--- src/rtl/fsm_cu_pkg.sv ---
// Shared types and constants for the calculator control unit: state codes, ALU ops,
// register addresses, mux selects and the packed control word.
package fsm_cu_pkg;

  typedef enum logic [2:0] {
    S_IDLE  = 3'b000,
    S_LOADA = 3'b001,
    S_LOADB = 3'b010,
    S_WAIT  = 3'b011,
    S_EXEC  = 3'b100,
    S_DISP  = 3'b101
  } state_t;

  localparam logic [1:0] OP_ADD = 2'b00;
  localparam logic [1:0] OP_SUB = 2'b01;
  localparam logic [1:0] OP_AND = 2'b10;
  localparam logic [1:0] OP_XOR = 2'b11;

  localparam logic [1:0] R0 = 2'b00;
  localparam logic [1:0] R1 = 2'b01;
  localparam logic [1:0] R2 = 2'b10;
  localparam logic [1:0] R3 = 2'b11;

  localparam logic [1:0] SEL1_ALU  = 2'b00;
  localparam logic [1:0] SEL1_HOLD = 2'b01;
  localparam logic [1:0] SEL1_IN_B = 2'b10;
  localparam logic [1:0] SEL1_IN_A = 2'b11;

  localparam logic SEL2_PASS   = 1'b0;
  localparam logic SEL2_RESULT = 1'b1;

  typedef struct packed {
    logic [1:0] sel1;
    logic [1:0] wa;
    logic       we;
    logic [1:0] raa;
    logic       rea;
    logic [1:0] rab;
    logic       reb;
    logic [1:0] c;
    logic       sel2;
    logic       done;
  } ctrl_t;

  localparam ctrl_t CTRL_IDLE = '{sel1: SEL1_HOLD, wa: R0, we: 1'b0, raa: R0, rea: 1'b0,
                                  rab: R0, reb: 1'b0, c: OP_ADD, sel2: SEL2_PASS, done: 1'b0};

endpackage

--- src/rtl/fsm_cu_decode.sv ---
// Moore output decode: current state (plus Op in Execute) to control word.
// Purely combinational; C tracks Op with no register in between during Execute.
module fsm_cu_decode
  import fsm_cu_pkg::*;
(
  input  state_t     i_state,
  input  logic [1:0] i_op,
  output ctrl_t      o_ctrl
);

  always_comb begin
    o_ctrl = CTRL_IDLE;
    case (i_state)
      S_LOADA: begin
        o_ctrl.sel1 = SEL1_IN_A;
        o_ctrl.wa   = R1;
        o_ctrl.we   = 1'b1;
      end
      S_LOADB: begin
        o_ctrl.sel1 = SEL1_IN_B;
        o_ctrl.wa   = R2;
        o_ctrl.we   = 1'b1;
      end
      S_EXEC: begin
        // R3 <= R1 op R2
        o_ctrl.sel1 = SEL1_ALU;
        o_ctrl.wa   = R3;
        o_ctrl.we   = 1'b1;
        o_ctrl.raa  = R1;
        o_ctrl.rea  = 1'b1;
        o_ctrl.rab  = R2;
        o_ctrl.reb  = 1'b1;
        o_ctrl.c    = i_op;
      end
      S_DISP: begin
        o_ctrl.raa  = R3;
        o_ctrl.rea  = 1'b1;
        o_ctrl.rab  = R3;
        o_ctrl.reb  = 1'b1;
        o_ctrl.c    = OP_AND;
        o_ctrl.sel2 = SEL2_RESULT;
        o_ctrl.done = 1'b1;
      end
      default: o_ctrl = CTRL_IDLE;
    endcase
  end

endmodule

--- src/rtl/fsm_cu.sv ---
// Calculator control unit: Idle -> LoadA -> LoadB -> Execute -> Display -> Wait, Done 4 edges
// after Go; Wait holds until Go is released so one request yields exactly one result.
module fsm_cu
  import fsm_cu_pkg::*;
(
  input  logic       CLK,
  input  logic       RST_n,
  input  logic       Go,
  input  logic [1:0] Op,
  output logic [1:0] Sel1,
  output logic [1:0] WA,
  output logic       WE,
  output logic [1:0] RAA,
  output logic       REA,
  output logic [1:0] RAB,
  output logic       REB,
  output logic [1:0] C,
  output logic       Sel2,
  output logic       Done,
  output logic [2:0] CS
);

  state_t r_state;
  state_t w_next;
  ctrl_t  w_ctrl;

  always_ff @(posedge CLK) begin
    if (!RST_n) r_state <= S_IDLE;
    else        r_state <= w_next;
  end

  always_comb begin
    w_next = S_IDLE;
    case (r_state)
      S_IDLE:  w_next = Go ? S_LOADA : S_IDLE;
      S_LOADA: w_next = S_LOADB;
      S_LOADB: w_next = S_EXEC;
      S_EXEC:  w_next = S_DISP;
      S_DISP:  w_next = S_WAIT;
      S_WAIT:  w_next = Go ? S_WAIT : S_IDLE;
      default: w_next = S_IDLE;
    endcase
  end

  fsm_cu_decode u_decode (
    .i_state (r_state),
    .i_op    (Op),
    .o_ctrl  (w_ctrl)
  );

  assign Sel1 = w_ctrl.sel1;
  assign WA   = w_ctrl.wa;
  assign WE   = w_ctrl.we;
  assign RAA  = w_ctrl.raa;
  assign REA  = w_ctrl.rea;
  assign RAB  = w_ctrl.rab;
  assign REB  = w_ctrl.reb;
  assign C    = w_ctrl.c;
  assign Sel2 = w_ctrl.sel2;
  assign Done = w_ctrl.done;
  assign CS   = r_state;

endmodule

--- config.mk ---
export PLATFORM = sky130hd
export DESIGN_NAME = fsm_cu
export DESIGN_NICKNAME = d
export VERILOG_FILES = /design/src/rtl/fsm_cu_pkg.sv /design/src/rtl/fsm_cu_decode.sv /design/src/rtl/fsm_cu.sv
export SDC_FILE = /design/constraint.sdc
export NUM_CORES = 1
export LEC_CHECK = 0
export CAP_MARGIN = 20
export CORE_AREA = 4 4 41 43
export DETAILED_ROUTE_END_ITERATION = 16
export DIE_AREA = 0 0 45 47
export PLACE_DENSITY = 0.62
export SETUP_SLACK_MARGIN = 0.5
export SLEW_MARGIN = 20
export SYNTH_ARGS = -nofsm -noshare
export SYNTH_HDL_FRONTEND = slang
export SYNTH_SLANG_ARGS = --single-unit
--- constraint.sdc ---
create_clock -name CLK -period 1.2 [get_ports CLK]
set_input_delay 0.12 -clock CLK [delete_from_list [all_inputs] [get_ports CLK]]
set_output_delay 0.12 -clock CLK [all_outputs]
set_load 0.005 [all_outputs]
==> qor.yml <==
power_and_ir_drop:
  total_power_uw: 553
  ir_worst_vdd_uv: 463
  seq_power_share_pct: 20.6
  internal-power_uw: 400
  power_density_nw_per_um2: 756
  leakage_nw: 0.363
  p_comb_share_pct: 46.2
  clkPwrFrac_pct: 33.2
  power.switching_uw: 153
  switching_share_pct: 27.7
critical_path:
  startpoint: "CS[1]$_SDFF_PN0_"
  worstSetupStartpointType: "register"
  worstReg2RegStart: "CS[1]$_SDFF_PN0_"
  cp_max_fo: 3
  setup.worst_path.end: "C[0]"
  arrival_ns: 1.21
  worstPathRequired_ns: 1.08
  rrSetupSlack_ns: 0.07
  r2r_cells: 6
  r2r_end: "CS[0]$_SDFF_PN0_"
  critPathCaptureType: "primary output"
  path_class: "register to primary output"
global_routing:
  antenna_found_initial: 0
  grt_max_degree: 7
  grt_pass1_wl_um: 1480
  track_usage_pct: 9.95
  grt-ovfl-total: 0
  grt_pass1_vias: 323
yosys:
  seq_area_frac_synth_pct: 22.7
  syn-cell-area_um2: 264
  synth-edff-count: 0
  synth_area_leaders: "dfxtp_1, buf_4, and2_1"
  synth_ff_type: "dfxtp_1"
  ys_async_sr_fraction_pct: 0
  synth_common_cells: "buf_4, and2_1, dfxtp_1"
  synth_most_common_cell: "buf_4"
  synth_cells: 32
  synth_top_area_share_pct: 22.7
  avgSynthCellArea_um2: 8.25
  syn_nets: 37
  ys_warn_count: 0
  synth_seq_cells: 3
  synth.largest_area_cell: "dfxtp_1"
  ys_types: 21
final_layout:
  final_cells: 87
  nets: 78
  layout-drive-gt1-share_pct: 77.8
  syn_to_final_growth_pct: 177
  n_fill_cell: 128
  n_antenna_cell: 0
  largest_register_ff_count: 3
clocking:
  clock_latency_ns: 0.24
  clk_pin_slew_ns: 0.04
  cts_inserted_buffers: 3
  cts-root-buf: "clkbuf_4"
  cts.sinks: 3
  cts-htree-levels: 1
  cts_tree: "built"
  clk_path_buf_depth: 2
place:
  globalplace.congestion: 0.601
  dp.cells: 69
  portBuffers: 22
  dpl.hpwl_um: 577
detailed_routing:
  drc: 0
  routed_wl_um: 976
  antenna_left: 0
  dr.pass1.iters: 2
  num_vias: 358
  drt_iter0_drc: 4
  wl_per_cell_um: 11.2
  via_per_inst: 4.11
timing:
  hold_viol: 0
  fin_ws_ns: -0.127
  grt_setup_unrepaired: "true"
  finalCritPeriodShare_pct: 111
  setup_violations: 15
  drv_slew: 0
  period_minus_slack_ns: 1.33
  fmaxAchievable_mhz: 753
  relSlewSlack_pct: 83.6
  skew_ns: 0.00572
  tightest_slew_ns: 0.245
min_path:
  hp-class: "input pin to register"
die:
  start_util_pct: 20.3
  die_y_um: 47
  core.rowCount: 13
  num_io_pins: 23
  die-area_um2: 2120
  die_x_um: 45
  core_um2: 1300
flow_run:
  cap_viol_max_count: 0
status:
  violations: "setup timing"
  status: "finished, violations left"
==> layer usage <==
layer / share of wire [%] / wire length [um] / vias to the layer above / GRT usage [%]
met5: 0 / 0 / - / 0
met2: 54 / 524 / 15 / 15.5
met3: 6.9 / 67 / 3 / 2.68
li1: - / - / 178 / -
met1: 38 / 368 / 162 / 11.8
met4: 1.5 / 15 / 0 / 7.02
==> placed cells by master, fill, tap and decap left out <==
master and instances:
o21bai_4 1, nand4b_1 1, clkdlybuf4s50_1 4, a21oi_2 2, and3b_1 1, buf_4 5
nor2b_4 1, and2_4 2, and2b_2 1, nor2b_1 1, o21a_1 1, buf_8 1
buf_6 27, o21ai_2 1, nand2_1 1, xnor2_2 1, inv_2 1, clkbuf_4 3
nand2b_4 1, dfxtp_4 1, nand2b_1 1, dfxtp_2 2, nor2_1 1, or2b_1 1
and2_1 1, clkbuf_1 1, a21boi_1 1, xor2_1 1, buf_2 6
==> cell type report <==
class                           count  area, um^2  area share, %
Inverter                            1        3.75          0.513
Sequential cell                     3        66.3           9.06
Tap cell                           15        18.8           2.56
Clock buffer                        4        26.3           3.59
Timing Repair Buffer               43         427           58.3
Multi-Input combinational cell     21         190           26.0
==> critical path, cell delays in order, from the launching register on <==
cell,delay [ns]
dfxtp_2,0.34
and2b_2,0.25
buf_6,0.12
and3b_1,0.14
buf_2,0.12
==> power groups by stage <==
stage	Combinational, mW	Sequential (mW)	Clock [mW]
finish	0.256	0.114	0.184
global route	0.275	0.115	0.197
CTS	0.222	0.113	0.188
detailed placement	0.180	0.118	0
global placement	0.178	0.118	0
floorplan	0.0786	0.117	0
==> worst min path at each step <==
| stage | from | to | slack, ns | cells past startpoint |
|---|---|---|---|---|
| 3_5_place_dp | CS[1]$_SDFF_PN0_ | CS[1]$_SDFF_PN0_ | 0.59 | 2 |
| 4_1_cts | RST_n | CS[1]$_SDFF_PN0_ | 0.48 | 3 |
| 3_3_place_gp | CS[1]$_SDFF_PN0_ | CS[1]$_SDFF_PN0_ | 0.59 | 2 |
| 2_1_floorplan | RST_n | CS[1]$_SDFF_PN0_ | 0.24 | 2 |
| 5_1_grt | RST_n | CS[1]$_SDFF_PN0_ | 0.50 | 3 |
| 6_report | RST_n | CS[1]$_SDFF_PN0_ | 0.49 | 3 |
==> cell families after synthesis <==
logic type | count (synthesis) | share of synthesized area, %
simple gates | 13 | 34.6
flops | 3 | 22.7
xor+xnor | 2 | 6.64
buf+inv | 8 | 20.4
compound gates | 6 | 15.6
==> metrics by stage <==
| step | hold slack (ns) | TNS, ns | cell area (um^2) | util, % | worst slack [ns] |
|---|---|---|---|---|---|
| after floorplan | 0.236 | 0 | 292 | - | 0.106 |
| after global placement | 0.586 | -1.72 | 515 | 39.6 | -0.192 |
| after detailed placement | 0.590 | -1.92 | 515 | 39.6 | -0.236 |
| after CTS | 0.476 | -1.30 | 653 | 50.2 | -0.134 |
| after global routing | 0.502 | -1.99 | 732 | 56.3 | -0.186 |
| final | 0.489 | -1.26 | 732 | 56.3 | -0.127 |
==> repair_timing <==
| action | CTS | global route |
|---|---|---|
| endpoints found under the setup margin | 21 | 21 |
| resized for setup | 101 | 7 |
| cloned | 0 | 0 |
| hold buffers | 0 | 0 |
| buffers inserted | 8 | 6 |
| pin swaps | 7 | 3 |
Power figures use the tool's default switching activity.
